[src/rtl/serial_mag_comparator_if.sv]
// Handshake and operand/result bundle for serial_mag_comparator.
// The master drives the request side, the slave (the comparator) drives the result side.
interface serial_mag_comparator_if #(
    parameter int WIDTH = 16
);
    logic             start_i;
    logic [WIDTH-1:0] a_i;
    logic [WIDTH-1:0] b_i;
    logic             signed_i;
    logic             fe_i;
    logic             fl_i;
    logic             fg_i;
    logic             busy_o;
    logic             done_o;
    logic             fe_o;
    logic             fl_o;
    logic             fg_o;

    modport master (
        output start_i, a_i, b_i, signed_i, fe_i, fl_i, fg_i,
        input  busy_o, done_o, fe_o, fl_o, fg_o
    );

    modport slave (
        input  start_i, a_i, b_i, signed_i, fe_i, fl_i, fg_i,
        output busy_o, done_o, fe_o, fl_o, fg_o
    );
endinterface

[src/rtl/serial_mag_comparator.sv]
// Digit-serial, MSB-first magnitude comparator with cascade inputs, signed/unsigned
// mode and optional early exit on the first differing digit.
module serial_mag_comparator #(
    parameter int WIDTH      = 16,
    parameter int DIGIT      = 4,
    parameter int EARLY_EXIT = 1
) (
    input  logic                clk,
    input  logic                rst_n,
    serial_mag_comparator_if.slave bus
);
    localparam int NDIG = WIDTH / DIGIT;
    localparam int CW   = (NDIG > 1) ? $clog2(NDIG) : 1;
    localparam logic [WIDTH-1:0] MSB_MASK = WIDTH'(1) << (WIDTH - 1);

    typedef enum logic [1:0] {IDLE, SCAN, DONE} state_t;
    typedef enum logic [1:0] {RES_EQ, RES_LT, RES_GT} res_t;

    state_t           state, state_next;
    res_t             res_q, cascade_res, digit_res, final_res;
    logic [WIDTH-1:0] a_sh, b_sh;
    logic [DIGIT-1:0] a_dig, b_dig;
    logic [CW-1:0]    cnt;
    logic             found;
    logic             accept, last_digit, stop_scan;
    logic             fe_q, fl_q, fg_q;

    function automatic logic [2:0] flags_of(input res_t r);
        case (r)
            RES_LT:  return 3'b010;
            RES_GT:  return 3'b001;
            default: return 3'b100;
        endcase
    endfunction

    assign accept     = bus.start_i && (state == IDLE || state == DONE);
    assign a_dig      = a_sh[WIDTH-1 -: DIGIT];
    assign b_dig      = b_sh[WIDTH-1 -: DIGIT];
    assign last_digit = (cnt == CW'(NDIG - 1));
    assign stop_scan  = last_digit || (EARLY_EXIT != 0 && !found && digit_res != RES_EQ);
    assign final_res  = found ? res_q : digit_res;

    // fl_i outranks fg_i; with neither set the more-significant part counts as equal.
    always_comb begin
        cascade_res = RES_EQ;
        if (bus.fl_i)      cascade_res = RES_LT;
        else if (bus.fg_i) cascade_res = RES_GT;
    end

    always_comb begin
        digit_res = RES_EQ;
        if (a_dig < b_dig)      digit_res = RES_LT;
        else if (a_dig > b_dig) digit_res = RES_GT;
    end

    // NOTE: sequential state uses non-blocking assignments so every register samples pre-edge values.
    always_ff @(posedge clk or negedge rst_n) begin
        if (!rst_n) state <= IDLE;
        else        state <= state_next;
    end

    // NOTE: a default assignment first keeps this combinational block from inferring latches.
    always_comb begin
        state_next = state;
        case (state)
            IDLE, DONE: begin
                if (accept) state_next = (cascade_res == RES_EQ) ? SCAN : DONE;
                else        state_next = IDLE;
            end
            SCAN:    if (stop_scan) state_next = DONE;
            default: state_next = IDLE;
        endcase
    end

    always_comb begin
        bus.busy_o = (state == SCAN);
        bus.done_o = (state == DONE);
        bus.fe_o   = fe_q;
        bus.fl_o   = fl_q;
        bus.fg_o   = fg_q;
    end

    // Inverting both MSBs at capture turns a two's-complement compare into an unsigned one.
    always_ff @(posedge clk or negedge rst_n) begin
        if (!rst_n) begin
            a_sh  <= '0;
            b_sh  <= '0;
            cnt   <= '0;
            found <= 1'b0;
            res_q <= RES_EQ;
            {fe_q, fl_q, fg_q} <= 3'b000;
        end else if (accept) begin
            a_sh  <= bus.signed_i ? (bus.a_i ^ MSB_MASK) : bus.a_i;
            b_sh  <= bus.signed_i ? (bus.b_i ^ MSB_MASK) : bus.b_i;
            cnt   <= '0;
            found <= 1'b0;
            res_q <= RES_EQ;
            if (cascade_res != RES_EQ) {fe_q, fl_q, fg_q} <= flags_of(cascade_res);
        end else if (state == SCAN) begin
            a_sh <= a_sh << DIGIT;
            b_sh <= b_sh << DIGIT;
            cnt  <= cnt + 1'b1;
            if (!found && digit_res != RES_EQ) begin
                found <= 1'b1;
                res_q <= digit_res;
            end
            if (stop_scan) {fe_q, fl_q, fg_q} <= flags_of(final_res);
        end
    end
endmodule

[src/flat_wrapper.sv]
// flat-port wrapper written by rule: the top's interface ports become plain ports
module serial_mag_comparator_flat 
#(
    parameter int WIDTH      = 16,
    parameter int DIGIT      = 4,
    parameter int EARLY_EXIT = 1
)
  (clk, rst_n, bus_start_i, bus_a_i, bus_b_i, bus_signed_i, bus_fe_i, bus_fl_i, bus_fg_i, bus_busy_o, bus_done_o, bus_fe_o, bus_fl_o, bus_fg_o);
  serial_mag_comparator_if #(.WIDTH(WIDTH)) bus_i ();
  input  logic clk;
  input  logic rst_n;
  input wire logic [$bits(bus_i.start_i)-1:0] bus_start_i;
  input wire logic [$bits(bus_i.a_i)-1:0] bus_a_i;
  input wire logic [$bits(bus_i.b_i)-1:0] bus_b_i;
  input wire logic [$bits(bus_i.signed_i)-1:0] bus_signed_i;
  input wire logic [$bits(bus_i.fe_i)-1:0] bus_fe_i;
  input wire logic [$bits(bus_i.fl_i)-1:0] bus_fl_i;
  input wire logic [$bits(bus_i.fg_i)-1:0] bus_fg_i;
  output wire logic [$bits(bus_i.busy_o)-1:0] bus_busy_o;
  output wire logic [$bits(bus_i.done_o)-1:0] bus_done_o;
  output wire logic [$bits(bus_i.fe_o)-1:0] bus_fe_o;
  output wire logic [$bits(bus_i.fl_o)-1:0] bus_fl_o;
  output wire logic [$bits(bus_i.fg_o)-1:0] bus_fg_o;
  assign bus_i.start_i = bus_start_i;
  assign bus_i.a_i = bus_a_i;
  assign bus_i.b_i = bus_b_i;
  assign bus_i.signed_i = bus_signed_i;
  assign bus_i.fe_i = bus_fe_i;
  assign bus_i.fl_i = bus_fl_i;
  assign bus_i.fg_i = bus_fg_i;
  assign bus_busy_o = bus_i.busy_o;
  assign bus_done_o = bus_i.done_o;
  assign bus_fe_o = bus_i.fe_o;
  assign bus_fl_o = bus_i.fl_o;
  assign bus_fg_o = bus_i.fg_o;
  serial_mag_comparator #(.WIDTH(WIDTH), .DIGIT(DIGIT), .EARLY_EXIT(EARLY_EXIT)) u_core (.clk(clk), .rst_n(rst_n), .bus(bus_i));
endmodule
[config.mk]
export PLATFORM = sky130hd
export DESIGN_NAME = serial_mag_comparator_flat
export DESIGN_NICKNAME = d
export VERILOG_FILES = /design/src/rtl/serial_mag_comparator_if.sv /design/src/rtl/serial_mag_comparator.sv /design/src/flat_wrapper.sv
export SDC_FILE = /design/constraint.sdc
export NUM_CORES = 1
export LEC_CHECK = 0
export ABC_CLOCK_PERIOD_IN_PS = 2600
export CAP_MARGIN = 20
export CORE_ASPECT_RATIO = 0.75
export CORE_MARGIN = 4
export CORE_UTILIZATION = 25
export CTS_CLUSTER_DIAMETER = 40
export DETAILED_ROUTE_END_ITERATION = 7
export GPL_TIMING_DRIVEN = 0
export HOLD_SLACK_MARGIN = 0.03
export PLACE_DENSITY_LB_ADDON = 0.25
export SLEW_MARGIN = 30
export SYNTH_ARGS = -nofsm -noshare
export SYNTH_HDL_FRONTEND = slang
export SYNTH_SLANG_ARGS = --single-unit
[constraint.sdc]
create_clock -name clk -period 2.6 [get_ports clk]
set_clock_uncertainty 0.05 [all_clocks]
set_input_delay 0.78 -clock clk [delete_from_list [all_inputs] [get_ports clk]]
set_output_delay 0.78 -clock clk [all_outputs]
set_load 0.02 [all_outputs]
==> results.md, run 1 <==
* Core area at around 0.0075 mm²
* Worst min path class: in2async
* RSZ-0062 raised after global routing: false
* Std-Cell Rows at 27
* Clock transition at path regs at ~0.080 ns
* Gr ovfl total at 0
* Largest net degree at the start of global routing at 43
* F_max at slightly above 400 MHz
* Arr. time, crit path at 1.60 ns
* Share of layout cells above drive strength 1 at 0.102
* Area delta synth->final at 32.7%
* Distinct cells, synth at 36
* Final ANT Viol Nets at 0
* DPL Wire Length at between 3 and 4 mm
* Die area at roughly 0.0094 mm²
* CTS buffer count at 5
* Sequential area share after synthesis at 0.530
* Average size of a mapped cell at approximately 10 µm²
* Nets at 289
* Clock sink count at 42
* Vias in the first global route at 1671
* Starting density of the core at 0.263
* # DRC at 0
* Non-Filler Instances at between 300 and 400
* Die X at about 110 µm
* Worst-skew pair later-pin latency at about 0.29 ns
* Post-CTS setup buffer count at 0
* Main flop type after synthesis: dfrtp_1
* Dominant cells by area after synthesis: dfrtp_1 (53%), nand2_1 (10%), a22oi_1 (7.2%)
* Initial antenna violation count at 0
* Iter 0 DRT Violations at 80
* CTS H-tree lvls at 2
* WL/cell at 14.2 µm
* Worst EP required at ~1.8 ns
* Post-synth top area share at 0.530
* CP Launch Point: u_core.state[1]
* Placed Cells at around 340
* CTS tree: built
* Number of max-cap violations at 0
* Worst slew pin tran at between 0.5 and 0.6 ns
* Synthesized area at around 0.0020 mm²
* Routability cong. at 0.815
* I/O Pins at 44
* # hold bufs at CTS at 0
* Vert. Die Dim at roughly 85 µm
* Final Hold Fails at 0
* Seq cells post-synth at 42
* DR vias/cell at between 4 and 5
* PortBufs at 42
* Crit Path Class: reg2out
* Pwr Total at between 0.0015 and 0.002 W
* Power density over cell area at approximately 700 mW/mm²
* Clk buf depth at 2
* Worst Setup Start Kind: flip-flop
* Synth Instances at 195
* Crit path time final at around 2.4 ns
* Pins over their slew limit at 0
* Slew margin rel. at 0.647
* EDFF count, synth at 0
* Routed vias at between 1500 and 2000
* Drt pass-1 iters at 4
* Total GRT Usage at 0.111
* First-pass GRT wire length at 8.31 mm
* Status: finished, final reports clean
* Reg2reg start: u_core.a_sh[13]
* Asr flop ratio synth at 1.00
* Synth area leader: dfrtp_1
* Routed wire length at ~5 mm
* Ys Warns at 0
* Clock root buffer: clkbuf_8
* Setup TNS at 0 ns
* Antenna diodes at 0
* Crit. End Element: output pin
* Worst Path Max Fanout at 18
* Ratio of final minimum period to clock period at 0.935
* Syn_nets at between 200 and 250
* Final setup viols at 0
* Final hold slack at between 0.4 and 0.5 ns
* Static leakage at 1.21 nW
* # fillers at ~800
* Maximum VDD drop at approximately 0.23 mV
[critical path, stage by stage, from the launching register on]
cell and delay [ns]:
dfrtp_1 0.39, nand2b_1 0.24, inv_2 0.30, dlygate4sd2_1 0.38
[state kept, by name (all words and copies together), names as in the netlist]
| register | flops |
|---|---|
| u_core.bus.fl_o | 1 |
| u_core.res_q | 2 |
| u_core.cnt | 2 |
| u_core.bus.fe_o | 1 |
| u_core.found | 1 |
| u_core.bus.fg_o | 1 |
| u_core.b_sh | 16 |
| u_core.state | 2 |
| u_core.a_sh | 16 |
[report_power, final]
group | internal, W | switching [W]
combinational | 0.000237 | 0.000257
sequential | 0.000757 | 0.0000616
clock | 0.000287 | 0.000233
total | 0.00128 | 0.000552
[final timing paths]
check / endpoint / depth (start not counted) / slack [ns]
worst max-delay path: bus_busy_o / 3 / 0.17
worst min-delay path: u_core.bus.fl_o / 1 / 0.42
worst max register to register: u_core.bus.fe_o / 8 / 0.55
worst min register to register: u_core.a_sh[4] / 2 / 0.43
max in group asynchronous: u_core.b_sh[13] / 1 / 1.73
min in group clk: u_core.a_sh[4] / 2 / 0.43
[routing by layer]
| metal | part of all wire | vias to the layer above | global-route usage |
|---|---|---|---|
| met5 | 0 | - | 0 |
| met1 | 0.52 | 741 | 0.163 |
| li1 | - | 795 | - |
| met2 | 0.40 | 45 | 0.155 |
| met4 | 0.015 | 0 | 0.0347 |
| met3 | 0.059 | 7 | 0.0328 |
[kinds of logic after synthesis]
| logic type | synth area share |
|---|---|
| multiplexers | 0.00505 |
| flip-flops | 0.530 |
| AO/OA/AOI/OAI | 0.223 |
| buffers and inverters | 0.0423 |
| XOR/XNOR | 0.00883 |
| AND/OR/NAND/NOR | 0.147 |
| adder cells (fa/ha/maj) | 0.0442 |
[synth_stat cells, drive strengths merged, types with 4 or more instances]
cell type and n:
ha 7, nand2 53, a22o 9, dfrtp 42, nor2 5, o21ai 6, a21oi 5, clkbuf 4
buf 8, inv 6, a22oi 19, a221o 5
[per-stage QoR]
stage	utilization	area (µm²)	setup WS [ns]
5_1_grt	0.349	2630	0.0804
3_5_place_dp	0.335	2530	0.0650
4_1_cts	0.350	2640	0.0151
6_report	0.349	2630	0.170
3_3_place_gp	0.336	2530	-0.501
2_1_floorplan	-	1980	0.719
[timing repair]
item                                    in CTS  in global routing
gates resized for setup                      1                  0
endpoints found under the setup margin       1                  1
endpoints found under the hold margin        0                  0
[area by class of cell]
type                    count  area, µm²  area share
flip-flops and latches     42       1050       0.399
multi-input cells         135        848       0.322
repair buffers             42        417       0.158
well taps                 101        126      0.0480
clock buffers               6       72.6      0.0276
plain buffers              11       56.3      0.0214
clock inverters             2       37.5      0.0143
inverters                   6       22.5     0.00856
[cell usage in the layout, fill, tap and decap left out, types with 2 or more instances in the layout]
| master | count |
|---|---|
| inv_1 | 5 |
| clkdlybuf4s50_1 | 40 |
| ha_1 | 7 |
| a22oi_1 | 19 |
| clkbuf_1 | 5 |
| nor2_1 | 4 |
| clkbuf_8 | 5 |
| o21ai_0 | 4 |
| nand3_1 | 2 |
| xnor2_1 | 2 |
| a22o_1 | 9 |
| o211ai_1 | 2 |
| a221o_1 | 5 |
| o21ai_1 | 2 |
| dfrtp_1 | 42 |
| nor3_1 | 3 |
| nor2b_1 | 2 |
| a21oi_1 | 4 |
| nand2_1 | 53 |
| buf_2 | 6 |
| nand2b_1 | 2 |
(Power assumes the default switching activity.)
==> inputs of run 2 (changes only) <==
- CORE_MARGIN: 4 -> 3
- MAX_ROUTING_LAYER: default -> met4
==> results.md, run 2 (same netlist as run 1, synthesis figures left out) <==
* Antenna diodes at 0 (unchanged)
* WL/cell at 13.9 µm (-2.4%)
* Routed wire length at 4.80 mm (-2.1%)
* Crit path time final at 2.41 ns (-0.0178 ns)
* Clock root buffer: clkbuf_8
* Worst Setup Start Kind: flip-flop
* Biggest regs: u_core.a_sh: 16 flops, u_core.b_sh: 16 flops
* Crit. End Element: output pin
* Post_cts resized at 2 (+1)
* I/O Pins at 44 (unchanged)
* Slew margin rel. at 0.641 (-0.00670)
* Power density over cell area at 694 mW/mm² (-0.38%)
* Final ANT Viol Nets at 0 (unchanged)
* Reg2reg path depth at 8 (unchanged)
* Std-Cell Rows at 27 (unchanged)
* Worst-skew pair later-pin latency at 0.29 ns (about the same)
* Max incr delay on CP at 0.41 ns (+0.02 ns)
* Share of layout cells above drive strength 1 at 0.110 (+0.00775)
* PortBufs at 42 (unchanged)
* Area delta synth->final at 32.7% (about the same)
* Vert. Die Dim at 83.1 µm (-2.3%)
* Pins over their slew limit at 0 (unchanged)
* Worst min path class: in2async
* CTS H-tree lvls at 2 (unchanged)
* Worst Path Max Fanout at 10 (-8)
* Fin util at 0.349 (about the same)
* Slowest-stage cell, CP: dfrtp_1
* Number of max-cap violations at 0 (unchanged)
* Starting density of the core at 0.263 (unchanged)
* Drt pass-1 iters at 4 (unchanged)
* Setup TNS at 0 ns (unchanged)
* Maximum VDD drop at 0.225 mV (-3.1%)
* # hold bufs at CTS at 0 (unchanged)
* DPL Wire Length at 3.57 mm (-1.7%)
* Post-CTS setup buffer count at 0 (unchanged)
* Final setup viols at 0 (unchanged)
* Crit-path cells: nand2b_1 -> inv_2 -> buf_2 -> clkbuf_2
* Largest net degree at the start of global routing at 43 (unchanged)
* DR vias/cell at 4.58 (-0.48%)
* Nets at 290 (+0.35%)
* Clk buf depth at 2 (unchanged)
* Commonest non-fill, non-tap cell in the layout: nand2_1
* Vias in the first global route at 1612 (-3.5%)
* Crit Path Class: reg2out
* Most frequent cells in the layout: nand2_1 (53), dfrtp_1 (42), clkdlybuf4s50_1 (40)
* Clock sink count at 42 (unchanged)
* Gr ovfl total at 0 (unchanged)
* Worst slew pin tran at 0.539 ns (+0.0100 ns)
* Clock transition at path regs at 0.08 ns (about the same)
* Final Hold Fails at 0 (unchanged)
* Routed vias at 1585 (-0.19%)
* Routability cong. at 0.729 (-11%)
* F_max at 415 MHz (+0.74%)
* Worst EP required at 1.77 ns (about the same)
* Arr. time, crit path at 1.58 ns (-0.02 ns)
* CTS tree: built
* Static leakage at 1.21 nW (+0.17%)
* Core area at 0.00753 mm² (unchanged)
* Ratio of final minimum period to clock period at 0.928 (-0.00684)
* Iter 0 DRT Violations at 70 (-13%)
* RSZ-0062 raised after global routing: false
* Initial antenna violation count at 0 (unchanged)
* Die X at 109 µm (-1.8%)
* Status: finished, final reports clean
* Total GRT Usage at 0.118 (+0.00720)
* CTS buffer count at 5 (unchanged)
* Die area at 0.00905 mm² (-4.1%)
* First-pass GRT wire length at 8.10 mm (-2.5%)
* # DRC at 0 (unchanged)
run 2: cell count changes in the layout (fill, tap and decap cells not counted):
| cell | previous run | this run |
|---|---|---|
| buf_2 | 6 | 7 |
| dlygate4sd2_1 | 1 | 0 |
| clkbuf_2 | 0 | 1 |
run 2: final cells by class:
class                           instances  area, µm²
Clock buffer                            6       72.6
Multi-Input combinational cell        135        848
Fill cell                             791       4900
Clock inverter                          2       37.5
Timing Repair Buffer                   42        413
Tap cell                              101        126
Inverter                                6       22.5
Sequential cell                        42       1050
Buffer                                 12       61.3
run 2: path summary, 6_finish.rpt:
check	start	endpoint	slack, ns
setup / recovery	u_core.state[1]	bus_busy_o	0.19
setup reg to reg	u_core.a_sh[13]	u_core.bus.fe_o	0.57
hold reg to reg	u_core.b_sh[5]	u_core.b_sh[5]	0.43
min in group clk	u_core.b_sh[5]	u_core.b_sh[5]	0.43
hold / removal	rst_n	u_core.bus.fg_o	0.41
max in group asynchronous	rst_n	u_core.a_sh[15]	1.71
run 2: critical path: cells and delay by family (launching register included):
kind / cells / cell delay, ns
buffers and inverters: 3 / 0.65
flip-flops: 1 / 0.41
AND/OR/NAND/NOR: 1 / 0.23
run 2: through the flow:
| stage | std cells | setup WS (ns) | power (W) | area, µm² | hold slack [ns] |
|---|---|---|---|---|---|
| after detailed placement | 338 | 0.0475 | 0.00133 | 2530 | 0.414 |
| final | 346 | 0.188 | 0.00183 | 2630 | 0.411 |
| after floorplan | 195 | 0.719 | 0.00114 | 1980 | 0.396 |
| after CTS | 346 | 0.0205 | 0.00186 | 2640 | 0.435 |
| after global placement | 338 | -0.475 | 0.00132 | 2530 | 0.409 |
| after global routing | 346 | 0.0724 | 0.00196 | 2630 | 0.451 |
run 2: metal layers:
layer  share of wire  vias up  global-route usage
met5               0        -                   -
met4           0.015        0              0.0321
met3           0.060        9              0.0342
met2            0.40       45               0.153
met1            0.53      739               0.176
li1                -      792                   -
run 2: power breakdown:
| group | switching, W | total [W] | internal (W) |
|---|---|---|---|
| clock network | 0.000230 | 0.000516 | 0.000287 |
| registers | 0.0000642 | 0.000822 | 0.000757 |
| logic | 0.000252 | 0.000489 | 0.000237 |
==> inputs of run 3 (changes only) <==
- CTS_CLUSTER_SIZE: default -> 28
==> results of run 3 <==
Same layout as run 2: the final DEF is identical, and so are final timing and power.
